### src/rtl/ddr_rd_pixel_unpacker.sv
// DDR read pixel unpacker.
// Pops wide words from the prefetch FIFO and emits them as a pixel stream,
// least-significant slice first. Start/end-of-line and start/end-of-frame
// markers are generated from h/v counters that track a fixed active resolution.
module ddr_rd_pixel_unpacker #(
   parameter int unsigned c_IN_WIDTH  = 32,
   parameter int unsigned c_PIX_WIDTH = 16,
   parameter int unsigned c_H_PIX     = 1280,
   parameter int unsigned c_V_LINES   = 720,
   parameter int unsigned c_CNT_WIDTH = 12
) (
   input  logic                   rd_clk,
   input  logic                   rd_rst,
   input  logic                   frame_start,
   input  logic [c_IN_WIDTH-1:0]  fifo_data,
   input  logic                   fifo_vld,
   output logic                   fifo_rd_en,
   output logic [c_PIX_WIDTH-1:0] pix_data,
   output logic                   pix_vld,
   input  logic                   pix_rdy,
   output logic                   pix_sof,
   output logic                   pix_eof,
   output logic                   pix_sol,
   output logic                   pix_eol,
   output logic                   busy,
   output logic                   frame_done,
   output logic                   frame_restart
);

   // Pixels per FIFO word and width of the slice index (kept at 1 bit when
   // there is only one slice; it then never leaves 0).
   localparam int unsigned c_RATIO     = c_IN_WIDTH / c_PIX_WIDTH;
   localparam int unsigned c_SEL_WIDTH = (c_RATIO > 1) ? $clog2(c_RATIO) : 1;

   localparam logic [c_SEL_WIDTH-1:0] c_SEL_LAST = c_SEL_WIDTH'(c_RATIO - 1);
   localparam logic [c_CNT_WIDTH-1:0] c_H_LAST   = c_CNT_WIDTH'(c_H_PIX - 1);
   localparam logic [c_CNT_WIDTH-1:0] c_V_LAST   = c_CNT_WIDTH'(c_V_LINES - 1);

   typedef enum logic [1:0] {
      StIdle,
      StRun,
      StDone
   } state_e;

   state_e state_q, state_d;

   logic [c_IN_WIDTH-1:0]  word_reg, word_reg_d;
   logic                   word_vld, word_vld_d;
   logic [c_SEL_WIDTH-1:0] sel, sel_d;
   logic [c_CNT_WIDTH-1:0] h_cnt, h_cnt_d;
   logic [c_CNT_WIDTH-1:0] v_cnt, v_cnt_d;

   logic run;
   logic accept;
   logic sel_last;
   logic h_last;
   logic last_pix;
   logic pop;
   logic restart;
   logic start_new;

   // Handshake and decode terms shared by the FSM and the datapath.
   always_comb begin
      run       = (state_q == StRun);
      pix_vld   = word_vld & run;
      accept    = pix_vld & pix_rdy;
      sel_last  = (sel == c_SEL_LAST);
      h_last    = (h_cnt == c_H_LAST);
      last_pix  = h_last & (v_cnt == c_V_LAST);
      // Pop into an empty holder, or overlap the pop with the accept of the
      // final slice so a steady stream runs at one pixel per clock. The last
      // pixel of a frame never pops: the next word belongs to the next frame.
      pop       = run & fifo_vld &
                  (~word_vld | (accept & sel_last & ~last_pix));
      restart   = run & frame_start;
      start_new = (state_q != StRun) & frame_start;
   end

   // Frame sequencing: IDLE -> RUN -> DONE -> IDLE, restart stays in RUN.
   always_comb begin
      state_d = state_q;
      unique case (state_q)
         StIdle: begin
            if (frame_start) begin
               state_d = StRun;
            end
         end
         StRun: begin
            if (!frame_start && accept && last_pix) begin
               state_d = StDone;
            end
         end
         StDone: begin
            state_d = frame_start ? StRun : StIdle;
         end
         default: begin
            state_d = StIdle;
         end
      endcase
   end

   // Holding register, slice index and raster counters next-state.
   always_comb begin
      word_reg_d = word_reg;
      word_vld_d = word_vld;
      sel_d      = sel;
      h_cnt_d    = h_cnt;
      v_cnt_d    = v_cnt;

      if (start_new) begin
         // Arming from IDLE/DONE starts from a clean raster position.
         word_vld_d = 1'b0;
         sel_d      = '0;
         h_cnt_d    = '0;
         v_cnt_d    = '0;
      end else if (restart) begin
         // Drop the partially consumed word; a word popped this cycle is
         // already the first word of the new frame.
         word_vld_d = pop;
         sel_d      = '0;
         h_cnt_d    = '0;
         v_cnt_d    = '0;
         if (pop) begin
            word_reg_d = fifo_data;
         end
      end else begin
         if (accept) begin
            if (sel_last) begin
               word_vld_d = 1'b0;
            end else begin
               sel_d = sel + c_SEL_WIDTH'(1);
            end

            if (last_pix) begin
               h_cnt_d    = '0;
               v_cnt_d    = '0;
               sel_d      = '0;
               word_vld_d = 1'b0;
            end else if (h_last) begin
               h_cnt_d = '0;
               v_cnt_d = v_cnt + c_CNT_WIDTH'(1);
            end else begin
               h_cnt_d = h_cnt + c_CNT_WIDTH'(1);
            end
         end

         // A pop only coincides with an accept of the last slice, so it
         // simply overrides the drain above.
         if (pop) begin
            word_reg_d = fifo_data;
            word_vld_d = 1'b1;
            sel_d      = '0;
         end
      end
   end

   // State and datapath registers with asynchronous reset.
   always_ff @(posedge rd_clk or posedge rd_rst) begin
      if (rd_rst) begin
         state_q  <= StIdle;
         word_reg <= '0;
         word_vld <= 1'b0;
         sel      <= '0;
         h_cnt    <= '0;
         v_cnt    <= '0;
      end else begin
         state_q  <= state_d;
         word_reg <= word_reg_d;
         word_vld <= word_vld_d;
         sel      <= sel_d;
         h_cnt    <= h_cnt_d;
         v_cnt    <= v_cnt_d;
      end
   end

   // Slice mux and stream-side outputs.
   always_comb begin
      pix_data = '0;
      for (int unsigned i = 0; i < c_RATIO; i++) begin
         if (sel == c_SEL_WIDTH'(i)) begin
            pix_data = word_reg[i*c_PIX_WIDTH +: c_PIX_WIDTH];
         end
      end

      // Markers are qualified so they read 0 whenever no pixel is offered.
      pix_sol       = pix_vld & (h_cnt == '0);
      pix_eol       = pix_vld & h_last;
      pix_sof       = pix_vld & (h_cnt == '0) & (v_cnt == '0);
      pix_eof       = pix_vld & last_pix;

      fifo_rd_en    = pop;
      busy          = (state_q != StIdle);
      frame_done    = (state_q == StDone);
      frame_restart = restart;
   end

endmodule

### config.mk
export PLATFORM = sky130hd
export DESIGN_NAME = ddr_rd_pixel_unpacker
export DESIGN_NICKNAME = d
export VERILOG_FILES = /design/src/rtl/ddr_rd_pixel_unpacker.sv
export SDC_FILE = /design/constraint.sdc
export NUM_CORES = 1
export LEC_CHECK = 0
export BUFFER_PORTS_ARGS = -buffer_cell sky130_fd_sc_hd__buf_2
export CORE_AREA = 2 2 80 82
export DETAILED_ROUTE_END_ITERATION = 10
export DIE_AREA = 0 0 82 84
export GPL_TIMING_DRIVEN = 0
export PLACE_DENSITY_LB_ADDON = 0.15
export SKIP_LAST_GASP = 1
export SLEW_MARGIN = 20
export SYNTH_ARGS = -nofsm -noshare
export SYNTH_HDL_FRONTEND = slang
export SYNTH_SLANG_ARGS = --single-unit
### constraint.sdc
create_clock -name rd_clk -period 2.66 [get_ports rd_clk]
set_input_delay 0 -clock rd_clk [delete_from_list [all_inputs] [get_ports rd_clk]]
set_output_delay 0 -clock rd_clk [all_outputs]
set_load 0.02 [all_outputs]
# ---- Word-level counts from Yosys, hierarchy flattened
# Cells that the tools add are included.
dict set report op_classes {
  addsub 3
  eq_ne 7
  muxes 27
  bitwise 17
  reduce_logical 15
}
# op n
set op_table {}
lappend op_table {{two-way mux 12 bit} 10}
lappend op_table {{adder 12 x 1 -> 12 bit, second input constant} 2}
lappend op_table {{zero test 12 bit} 2}
lappend op_table {{two-way mux 16 bit} 1}
lappend op_table {{bitwise AND 1 bit} 13}
lappend op_table {{two-way mux 1 bit} 13}
lappend op_table {{equality test 12 x 10 -> 1 bit, second input constant} 1}
lappend op_table {{equality test 12 x 11 -> 1 bit, second input constant} 1}
lappend op_table {{AND reduction 2 bit} 4}
lappend op_table {{nonzero test 4 bit} 2}
lappend op_table {{case mux 2 bit (3 select lines)} 1}
lappend op_table {{nonzero test 5 bit} 1}
lappend op_table {{two-way mux 2 bit} 2}
lappend op_table {{!= test 2 x 1 -> 1 bit, second input constant} 2}
lappend op_table {{inverter 1 bit} 3}
lappend op_table {{nonzero test 3 bit} 1}
lappend op_table {{equality test 2 x 1 -> 1 bit, second input constant} 1}
lappend op_table {{equality test 2 bit, second input constant} 1}
lappend op_table {{logical AND 1 bit} 2}
lappend op_table {{zero test 2 bit} 1}
lappend op_table {{!= test 2 bit, second input constant} 1}
lappend op_table {{nonzero test 2 bit} 1}
lappend op_table {{adder 1 bit, second input constant} 1}
lappend op_table {{zero test 1 bit} 1}
lappend op_table {{bitwise OR 1 bit} 1}
dict set report word_totals {
  ff_bits 60
  input_bits 37
  output_inout_bits 25
  word_cells 75
}

# ---- Depth between registers and ports, before layout
# Gate-level depths: netlist of run 1.
dict set report logic_depth {
  depth_word 10
  ltp_mapped 8
}

# ---- Least setup slack after synthesis of run 1
# Ideal clock, no wire load.
dict set report synth_timing {
  kind {register to register}
  start {register v_cnt[8]}
  end {register word_reg[0]}
  t_arrival_ns 2.251
  path_slack_ns 0.283
  stages_incl_launch_ff 8
  n_path_buf 2
  synth_period_minus_slack_ns 2.377
  path_cell_list {dfrtp_1 -> or4_4 -> or4_1 -> buf_6 -> o21ai_4 -> inv_4 -> buf_8 -> mux2_4}
}
dict set report synth_via {
  elab_chain_cells 7
}
# element line_no
set synth_rtl {}
lappend synth_rtl {{start: declaration} 51} ;# logic [c_CNT_WIDTH-1:0] v_cnt, v_cnt_d;
lappend synth_rtl {{start signal: assignment} 172} ;# v_cnt <= v_cnt_d;
lappend synth_rtl {{equality test 12 x 10 -> 1 bit} 69} ;# last_pix = h_last & (v_cnt == c_V_LAST);
lappend synth_rtl {{bitwise AND 1 bit} 69}
lappend synth_rtl {{inverter 1 bit} 74} ;# (~word_vld | (accept & sel_last & ~last_pix));
lappend synth_rtl {{bitwise AND 1 bit} 74}
lappend synth_rtl {{bitwise OR 1 bit} 74}
lappend synth_rtl {{bitwise AND 1 bit} 73} ;# pop = run & fifo_vld &
lappend synth_rtl {{net fifo_rd_en} 17} ;# output logic fifo_rd_en,
lappend synth_rtl {{AND reduction 2 bit (no source line)} -}
lappend synth_rtl {{end signal: assignment} 168} ;# word_reg <= word_reg_d;
lappend synth_rtl {{end: declaration} 47} ;# logic [c_IN_WIDTH-1:0] word_reg, word_reg_d;
# The timed path passes the listed nets, and every way through them passes these cells.
# A chain may end at the register's enable or synchronous reset.

# ---- Final worst setup path of run 1
dict set report layout_timing {
  start {register v_cnt[8]}
  end {output port fifo_rd_en}
}
dict set report layout_via {
  elab_chain_cells 6
}
# element line_no
set layout_rtl {}
lappend layout_rtl {{equality test 12 x 10 -> 1 bit} 69}
lappend layout_rtl {{bitwise AND 1 bit} 69}
lappend layout_rtl {{inverter 1 bit} 74}
lappend layout_rtl {{bitwise AND 1 bit} 74}
lappend layout_rtl {{bitwise OR 1 bit} 74}
lappend layout_rtl {{bitwise AND 1 bit} 73}
lappend layout_rtl {{end: declaration} 17}
# Every way passes these cells.

==> results.txt, run 1 <==
The flow ran to the end, and the final reports show no timing, DRC or antenna violations. The TritonCTS sink count came out at 60. Among all flip-flop cells after synthesis, the most frequent one is dfrtp_1. The share of layout cells above drive strength 1 is 37.7%. The logs give 0 ns for the total negative slack for setup checks and 321 for the number of nets in the synthesized netlist.

The logs give 0 for the final hold violation count and 12200 um for the global-route wire length before repair. The maximum fanout along the worst path works out to 10. The slowest stage of the critical path is the or4_4 cell. Number of buffers and inverters on the critical path: 4. Measured along the y axis, the die boundary spans 84 um.

The most common cell after layout, fill and taps aside is buf_2. Port buffering added 60 buffers. Yosys mapped a number of flops with a built-in enable equal to 0.

The logs give 0.480 mV for the peak supply drop and 0.00323 mm^2 for the post-synthesis instance area. In the global route stage, overall resource usage came out at 23.0%. Before antenna repair, the detailed router went through 4 iterations. Synthesis produced a netlist whose cell count is 280.

For the pin with the worst max-slew slack, the measured transition is 0.701 ns. In the final design database the tool counted 426 nets. STA puts the critical path data required time at 2.66 ns. Initial antenna violation count: 0. The detail-routed net length per standard cell works out to 15.9 um. TritonCTS built the clock tree. The initial utilization of the core area, before any placement, comes to 53.0%. In this run, the number of DRC markers left after iteration 0 of detailed routing was 101.

Width of the die: 82 um. Compared with the post-synthesis result, the final layout area differs by 29.2%. The register with the most flip-flops in the layout has 32 of them. The weighted congestion reported at the end of routability-driven placement is 0.875, and the total setup violations reported at the end of the flow is 0.

The signal on the critical path passes through or4_4, or4_4, buf_6, o21ai_4, inv_4, buf_8, buf_2. Counting flops with an async set or reset pin after synthesis yields a share of 100%. Wires add up to 7420 um.

For the setup slack after layout, the log shows 0.0671 ns. The number of buffers on the longest clock path is 2, and the relative slew slack is 52.9%. At the worst endpoint, the arrival time is 2.59 ns. The leakage power total came out at 0.00183 uW.

In this run the number of H-tree levels came out at 3. STA classifies the critical path startpoint as a register. Clock tree synthesis selected as its root buffer the cell clkbuf_8. Maximum clock frequency: 0.386 GHz. For the clock latency of the later-clocked register in the worst-skew pair, the log shows 0.34 ns. The synthesized area divided by synthesized cell count was 11.5 um^2; the area of the core was 0.00610 mm^2. The logs give 29 for the number of standard-cell rows in the floorplan and 0.00689 mm^2 for the total die area.

For the post-placement worst setup slack, the log shows 0.131 ns. The worst setup path is captured at a primary output. Path type of the worst min-delay path: input pin to register. The post-synthesis register bit count works out to 60. For the number of buffers added by the clock tree synthesis step, the log shows 9. DRC violation count after routing: 0. Cell type group with the largest total delay on the critical path: simple AND/OR/NAND/NOR gates. The number of placed I/O pins was 62; the part of the cycle the worst path needs was 97.5%.

Number of warning messages in the yosys log: 0. The worst setup path is of the register to primary output kind. The via count of the first global-routing pass is 2595. Most used cell along the critical path: or4_4. Dividing total power by cell area gives a power density of 617 mW/mm^2. Max-cap violations in this run came to 0. In this run the remaining antenna-violating nets after routing total 0. The register area share after synthesis is 46.5%, and the via-per-instance ratio is 5.53. The routed layout has 2581 vias. On the worst path, the slowest cell contributes a delay of 0.55 ns.

The clock slew seen by the registers of the worst setup and hold paths was 0.07 ns. For the final count of pins violating max slew, the log shows 0. The distinct cell type count after synthesis was 48.

Setup skew after layout: 0.0123 ns. On the final layout, the worst hold slack is 0.112 ns. The HPWL after detailed placement is 4840 um. Entering global routing, the biggest net connects 48 pins. The repair_antennas step left the layout with diodes totalling 0. Shortest clock period the worst path allows after layout: 2.59 ns.

In the layout the commonest cells are buf_2 (61), dfrtp_1 (60), dlygate4sd3_1 (33). The run gives 0 as the total grt overflow. Setup repair after global routing left no endpoint under its margin.

Buffers added to address setup during post-CTS repair amount to 0.
## cell usage after synthesis (2+ instances only)
cell type   n  area, um^2
xor2_1      4        35.0
and3_2      2        15.0
buf_6       2        22.5
mux2_4     28         420
o211ai_1    2        15.0
o2111ai_1   2        17.5
or4b_2      2        20.0
nor2_1     12        45.0
nand2_1    16        60.1
a21oi_1    12        60.1
o31ai_1     5        37.5
nor2b_1     2        12.5
buf_8       3        45.0
ha_1        4        50.1
nor3_1      4        20.0
nand3_1    13        65.1
nor4_1      7        43.8
and3_1      4        25.0
clkbuf_1    8        30.0
dfrtp_1    60        1500
a41oi_1     2        17.5
a31o_2      2        17.5
mux2_2     20         225
inv_1       9        33.8
a31oi_1     7        43.8
nand2b_1    2        12.5
nor4b_1     2        17.5
o21ai_0     8        40.0
or4_1       7        52.6
and4_1      3        26.3
nand4_1     7        43.8
or3_1       3        18.8
## metrics by stage
| step | area (um^2) | util (%) | cells | total power [uW] |
|---|---|---|---|---|
| 2_1_floorplan | 3230 | - | 280 | 1620 |
| 3_3_place_gp | 3620 | 59.5 | 417 | 1790 |
| 3_5_place_dp | 3650 | 60.0 | 418 | 1810 |
| 4_1_cts | 4160 | 68.3 | 467 | 2590 |
| 5_1_grt | 4170 | 68.4 | 467 | 2690 |
| 6_report | 4170 | 68.4 | 467 | 2570 |
## power breakdown
| part | internal [uW] | leakage, uW | switching [uW] |
|---|---|---|---|
| combinational | 384 | 0.000991 | 335 |
| sequential | 1050 | 0.000757 | 77.6 |
| clock | 340 | 0.0000779 | 390 |
## area by class of cell
type,count,area (um^2)
Buffer,15,106
Fill cell,472,1920
Sequential cell,60,1500
Multi-Input combinational cell,195,1590
Timing Repair Buffer,94,658
Inverter,10,42.5
Tap cell,77,96.3
Clock buffer,9,124
Clock inverter,7,52.6
## logic make-up (layout without fill, tap and decap cells)
kind of cell	count (synthesis)	count (layout)	synth area share, %
buffers and inverters	25	135	4.53
adder cells (fa/ha/maj)	4	4	1.55
AO/OA/AOI/OAI	46	46	9.69
multiplexers	48	48	20.0
flip-flops	60	60	46.5
AND/OR/NAND/NOR	93	93	16.6
XOR/XNOR	4	4	1.09
## metal layers
| metal | up-vias | global-route usage (%) | wire length, um |
|---|---|---|---|
| li1 | 1255 | - | - |
| met1 | 1248 | 30.1 | 3300 |
| met2 | 68 | 36.8 | 3650 |
| met3 | 10 | 6.49 | 371 |
| met4 | 0 | 6.52 | 101 |
| met5 | - | 0 | 0 |
## final timing paths
path                            cells past startpoint                      from                        to  slack [ns]
worst min-delay path                                5                  fifo_vld      word_vld$_DFFE_PP0P_        0.11
worst max-delay path                                7      v_cnt[8]$_DFFE_PP0P_                fifo_rd_en        0.07
max in group asynchronous                           4                    rd_rst      h_cnt[1]$_DFFE_PP0P_        2.05
min in group asynchronous                           3                    rd_rst   word_reg[4]$_DFFE_PP0P_        0.13
worst max register to register                      7      v_cnt[8]$_DFFE_PP0P_   word_reg[2]$_DFFE_PP0P_        0.14
worst min register to register                      1  word_reg[24]$_DFFE_PP0P_  word_reg[24]$_DFFE_PP0P_        0.51
## timing repair
item	4_1_cts	5_1_grt
endpoints found under the hold margin	92	0
gates resized for setup	0	2
hold buffers	33	0
endpoints found under the setup margin	0	3
## worst register-to-register path, cell delays in order, from the launching register on
cell and delay [ns]:
dfrtp_1 0.41, or4_4 0.55, or4_4 0.53, buf_6 0.16, o21ai_4 0.18, inv_4 0.10, buf_8 0.17, mux2_4 0.31
Note: power is estimated with default switching activity, not from simulation.
==> inputs of run 2 (changes only) <==
==> constraint.sdc (replaced) <==
create_clock -name rd_clk -period 2.7 [get_ports rd_clk]
set_input_delay 0 -clock rd_clk [delete_from_list [all_inputs] [get_ports rd_clk]]
set_output_delay 0 -clock rd_clk [all_outputs]
set_load 0.02 [all_outputs]
==> run 2 against run 1 <==
Compared with the run above: clock power down 2%; final cell count unchanged; sequential cell count unchanged; sequential share of layout area about the same; largest power group unchanged; total power down 1.5%; worst hold slack better by 0.00066 ns; non-clock buffer count unchanged; highest routed layer unchanged; utilization down 0.062 points; combinational power down 2%.
==> results.txt, run 2 (same netlist as run 1, synthesis figures left out) <==
The run finished with clean final reports. The TritonCTS sink count was 60. Measured against its own limit, the worst slew margin works out to 47.4%.

For the total vias in the final route, the log shows 2576. For the final hold violation count, the log shows 0. The path type of the worst min-delay path was input pin to register. Global routing used 23.0% of the available tracks across all layers. For the total die area, the log shows 0.00689 mm^2. The internal power of the cells totals 1740 uW. The worst path meets setup with 0.0811 ns of slack. The leakage power total was 0.00182 uW; the power density of the placed cells was 608 mW/mm^2. The number of I/O port buffers is 60, and the antenna violation net count after detailed routing is 0.

The type of element capturing the critical path is a primary output. In the detailed route, the total length drawn on met3 is 369 um. Summed over all nets, wire length on met2 after detailed routing comes to 3670 um.

Across the whole layout, storage elements account for 0.00150 mm^2. The critical path class is register to primary output. Row generation in the floorplan step produced 29 rows. TritonCTS built the clock tree. The completed layout was analyzed and its total power is 2530 uW. In this run the critical register-to-register path is captured at word_reg[2]$_DFFE_PP0P_.

The initial antenna violation count is 0. Setup repair after global routing left no endpoint under its margin. Data on the critical path is required at its endpoint by 2.70 ns.

Compared with the post-synthesis result, the final layout area differs by 29.1%. Dividing the detail-routed via count by the number of cells gives 5.52. Derived from the worst setup path, the maximum achievable clock frequency is 0.382 GHz. Entering global routing, the biggest net connects 48 pins.

The tree is rooted in a clkbuf_8. The DRC violation count after routing is 0, and the net count reported at finish is 426. The weighted congestion reported at the end of routability-driven placement is 0.875, and the sequential power share is 43.7%. The clock slew seen by the registers of the worst setup and hold paths is 0.07 ns, and the total negative slack for setup checks is 0 ns. At the placement stage, the worst setup path has a slack of 0.171 ns. The setup skew after layout was 0.0125 ns; the part of the cycle the worst path needs was 97.0%. The via count of the first global-routing pass is 2595, and the data arrival time of the worst path is 2.62 ns. The worst hold path begins at fifo_vld. The path with the worst hold slack has its endpoint at word_vld$_DFFE_PP0P_. Across the run, the number of max-cap violations was 0. The wire length on met1 is 3310 um, and the area occupied by multi-input gates is 0.00159 mm^2. The worst hold path was traced through 5 stages. Summed over all nets, the switching power comes to 791 uW. For this run the aggregate overflow at the end of global routing stands at 0.

The first routing iteration left 73 violations. Buffers added to address setup during post-CTS repair amount to 0. For the starting density of the core, the log shows 53.0%. The library cells used most frequently in the layout, excluding fill and tap cells, are buf_2 (61), dfrtp_1 (60), dlygate4sd3_1 (33). The shortest clock period the worst path allows after layout was 2.62 ns; the reg-to-reg setup timing slack was 0.15 ns.

The share of layout cells above drive strength 1 was 37.4%; the routed wire length was 7430 um. For the pin with the worst max-slew slack, the measured transition is 0.781 ns. Across the VDD grid, the largest voltage drop is 0.474 mV. The tools report the number of H-tree branching levels as 3. The library cell used most frequently in the layout, excluding fill and tap cells, is buf_2. The tools report the type of element launching the critical path as a register.

The total setup violations reported at the end of the flow was 0. The tools report the diode insertion count for antenna repair as 0. The number of placed I/O pins is 62. The number of buffers added by the clock tree synthesis step is 9, and the layout filler cell count is 471.

After floorplanning, the core was sized to cover 0.00610 mm^2. The share of total power dissipated in the clock network is 28.4%. In this run the horizontal extent of the chip is 82 um. The first detailed-routing pass ran for 4 iterations. Final count of pins violating max slew: 0.

No sink is reached through more buffers than the 2 on the longest clock path. The number of flip-flops in the largest register was 32; the combinational cell fraction of total power was 28.0%. Detailed placement finished with a half-perimeter wire length of 4840 um.

For the worst flop-to-flop path, the logic depth is 7. The maximum fanout along the worst path is 10, and the global-route wire length before repair is 12200 um. Launching element of the worst setup path: v_cnt[8]$_DFFE_PP0P_. In this run switching power makes up 31.2% of total power. The highest metal layer carrying signal wires in the routed design is met4. The startpoint identified for the worst register-to-register timing path is v_cnt[8]$_DFFE_PP0P_. The clock latency of the later-clocked register in the worst-skew pair is 0.34 ns, and the vertical extent of the die is 84 um. The detail-routed net length per standard cell is 15.9 um.
==> run 2: how the worst max path moves through the flow <==
stage          cells after the start                 endpoint  slack, ns
2_1_floorplan                      7  word_reg[0]$_DFFE_PP0P_       0.32
3_3_place_gp                       5     v_cnt[8]$_DFFE_PP0P_       0.18
3_5_place_dp                       6     v_cnt[5]$_DFFE_PP0P_       0.17
4_1_cts                            7               fifo_rd_en       0.07
5_1_grt                            7               fifo_rd_en      0.007
6_report                           7               fifo_rd_en       0.08
==> run 2: timing repair <==
item	4_1_cts	5_1_grt
gates resized for setup	0	1
hold buffers	33	0
endpoints found under the setup margin	0	2
endpoints found under the hold margin	92	0
==> run 2: layout make-up <==
class | count | share of cell area [%]
repair buffers | 94 | 15.8
multi-input cells | 195 | 38.1
flip-flops and latches | 60 | 36.0
well taps | 77 | 2.31
clock buffers | 9 | 2.97
inverters | 10 | 1.02
clock inverters | 7 | 1.26
plain buffers | 15 | 2.55
==> run 2: per-layer routing <==
| metal | track usage, % | up-vias |
|---|---|---|
| li1 | - | 1255 |
| met1 | 30.1 | 1238 |
| met2 | 36.8 | 74 |
| met3 | 6.49 | 9 |
| met4 | 6.52 | 0 |
| met5 | 0 | - |
==> run 2: power by group through the flow <==
stage / Sequential, uW / Combinational [uW] / Clock, uW
after CTS: 1100 / 709 / 744
after floorplan: 1090 / 503 / 0
after detailed placement: 1120 / 668 / 0
after global routing: 1120 / 757 / 776
final: 1110 / 708 / 719
after global placement: 1110 / 649 / 0
==> run 2: worst max-delay path, stage by stage (launching register included) <==
cell,delay [ns]
dfrtp_1,0.41
or4_4,0.55
or4_1,0.55
buf_6,0.17
o21ai_4,0.18
inv_4,0.10
buf_8,0.17
buf_2,0.16
==> run 2: metrics by stage <==
step	area, um^2	cells	hold slack (ns)	utilization (%)
global placement	3620	417	0.231	59.5
global route	4170	467	0.139	68.4
detailed placement	3650	418	-0.0633	60.0
floorplan	3230	280	0.148	-
CTS	4160	467	0.109	68.3
finish	4170	467	0.113	68.4
==> inputs of run 3 (changes only) <==
--- a/config.mk
+++ b/config.mk
@@ -11,6 +11,7 @@
 export DIE_AREA = 0 0 82 84
 export GPL_TIMING_DRIVEN = 0
 export PLACE_DENSITY_LB_ADDON = 0.15
+export SETUP_SLACK_MARGIN = 0.15
 export SKIP_LAST_GASP = 1
 export SLEW_MARGIN = 20
 export SYNTH_ARGS = -nofsm -noshare
==> run 3 against run 2 <==
Compared with the run above: combinational power is 1% higher; clock power hardly changed; total power is 0.37% higher; worst hold slack better by 0.0053 ns.
==> results.txt, run 3 (same netlist as run 1, synthesis figures left out) <==
The run finished with clean final reports. The setup skew after layout was 0.0123 ns; the number of I/O port buffers was 60. TritonCTS created 9 clock buffers. Summed over all layers, the routed wires come to 7480 um. The number of buffers and inverters on the critical path was 4; the diode insertion count for antenna repair was 0. The tightest hold path in the finished design has a slack of 0.118 ns. For met2 alone, demand over resource in global routing was 37.0%.

The number of optimization iterations in the first detailed-route pass was 4; the number of DRC markers in iteration 0 was 71. The combinational cell fraction of total power was 28.1%; the part of the cycle the worst path needs was 89.9%. The starting density of the core was 53.0%; the detail-routed net length per standard cell was 15.9 um. Along the worst path, the maximum fanout reaches 10.

Compared with the post-synthesis result, the final layout area differs by 30.6%. The worst path meets setup with 0.272 ns of slack. The vertical extent of the die is 84 um.

In the layout the commonest cells are buf_2 (60), dfrtp_1 (60), dlygate4sd3_1 (33). The global-route wire length before repair is 12200 um. Setup violations remaining at the end of the flow were counted as 0. In the routed design, unresolved DRC markers number 0. The most used routing layer in global routing is met2. The final count of pins violating max slew was 0. The clock root buffer is clkbuf_8.

The power density of the placed cells was 603 mW/mm^2. The tools report the data arrival time of the worst path as 2.43 ns. The clock reaches the later pin of the worst-skew pair after 0.34 ns. The routed layout has 2618 vias. TritonCTS built the clock tree. The worst setup path is captured at a primary output. For the leakage power total, the log shows 0.00185 uW. The width of the die is 82 um. The shortest clock period the worst path allows after layout was 2.43 ns. IR analysis of the VDD net gives a maximum drop of 0.480 mV. Traced cell by cell, the critical path runs through or4_4, or4_4, buf_6, o21ai_4, inv_4, buf_12, buf_4.

In this run switching power makes up 31.2% of total power. The via-per-instance ratio is 5.56. Switching power total: 794 uW. The delay contributed by the slowest stage of the critical path was 0.54 ns; the maximum clock frequency was 0.412 GHz. At the pin with the least slew margin, the transition time is 0.797 ns.

Global routing used 6.39% of the available met3 tracks. Total die area: 0.00689 mm^2. The cell type group with the largest total delay on the critical path is simple AND/OR/NAND/NOR gates. The region available for standard cell placement spans 0.00610 mm^2. The final hold violation count is 0, and the total grt overflow is 0. For the weighted congestion reported at the end of routability-driven placement, the log shows 0.875. The path class of the tightest hold or removal check is input pin to register. At the worst endpoint, the required time is 2.70 ns. Adding up every negative setup slack in the final design gives 0 ns.

The number of flip-flops in the largest register was 32. The part of the power in the clock network came out at 28.4%. Setup repair after global routing left no endpoint under its margin. Once detail routing completed, the nets flagged for antenna violations numbered 0.

The run gives 2 as the number of buffers on the longest clock path. After the last flow step, the layout net total stands at 430. The initial antenna violation count was 0. The internal cell power is 1750 uW, and the number of placed I/O pins is 62.

Max-cap violations in this run came to 0. The via count of the first global-routing pass was 2599. The HPWL after detailed placement is 4840 um.

The share of layout cells above drive strength 1 came out at 38.6%. In this run the core area contains 29 standard-cell rows. Most used cell along the critical path: or4_4. The sequential power share was 43.5%. After clock tree synthesis, the clock-pin slew on the worst setup and hold paths is 0.07 ns.

For the met1 capacity usage during global routing, the log shows 30.6%. Clock tree synthesis found a total of 60 sinks. The type of element launching the critical path is a register. For the number of H-tree branching levels, the log shows 3.

By startpoint and endpoint, the worst setup path is classified as register to primary output. The design draws 2540 uW. The largest individual stage delay along the critical path comes from the cell or4_4. The tools report the post-placement worst setup slack as 0.171 ns.

Entering global routing, the biggest net connects 48 pins. Global routing consumed, over all layers together, 23.1% of the routing resources. For the relative slew slack, the log shows 46.4%.
[run 3: cell count changes in the layout (fill, tap and decap cells not counted), sizes merged]
cell,delta
buf,+4
[run 3: routing by layer]
layer	wire length [um]	vias to the layer above
met3	341	18
met5	0	-
met1	3360	1263
met4	125	0
li1	-	1264
met2	3650	73
[run 3: worst paths after layout]
kind	start	to	slack [ns]	cells after the start
max reg2reg	v_cnt[8]$_DFFE_PP0P_	word_reg[15]$_DFFE_PP0P_	0.34	7
min	fifo_vld	word_vld$_DFFE_PP0P_	0.12	5
max	v_cnt[8]$_DFFE_PP0P_	fifo_rd_en	0.27	7
min in group asynchronous	rd_rst	word_reg[4]$_DFFE_PP0P_	0.13	3
min reg2reg	word_reg[24]$_DFFE_PP0P_	word_reg[24]$_DFFE_PP0P_	0.51	1
max in group asynchronous	rd_rst	h_cnt[1]$_DFFE_PP0P_	2.09	4
[run 3: what timing repair did]
item	4_1_cts	5_1_grt
pin swaps	1	3
gates resized for setup	1	4
setup endpoints to repair	1	11
hold buffers	33	0
endpoints found under the hold margin	92	0
setup buffers	2	2
[run 3: cell type report]
type | instances | area [um^2]
Multi-Input combinational cell | 195 | 1600
Sequential cell | 60 | 1500
Fill cell | 467 | 1880
Timing Repair Buffer | 98 | 691
Buffer | 15 | 111
Clock buffer | 9 | 124
Inverter | 10 | 42.5
Tap cell | 77 | 96.3
Clock inverter | 7 | 52.6
[run 3: through the flow]
stage	utilization (%)	instance area, um^2	std cells
after floorplan	-	3230	280
after global placement	59.5	3620	417
after detailed placement	60.0	3650	418
after CTS	68.6	4180	469
after global routing	69.2	4220	471
final	69.2	4220	471
[run 3: power by group through the flow]
stage | Clock [uW] | Sequential [uW] | Combinational (uW)
after floorplan | 0 | 1090 | 503
after global placement | 0 | 1110 | 649
after detailed placement | 0 | 1120 | 668
after CTS | 744 | 1100 | 712
after global routing | 776 | 1120 | 764
final | 721 | 1110 | 716
[run 3: worst register-to-register path: cells and delay by family (launching register included)]
family          cells  cell delay (ns)
compound gates      1             0.18
flops               1             0.39
mux                 1             0.31
simple gates        2             0.97
buf+inv             3             0.39
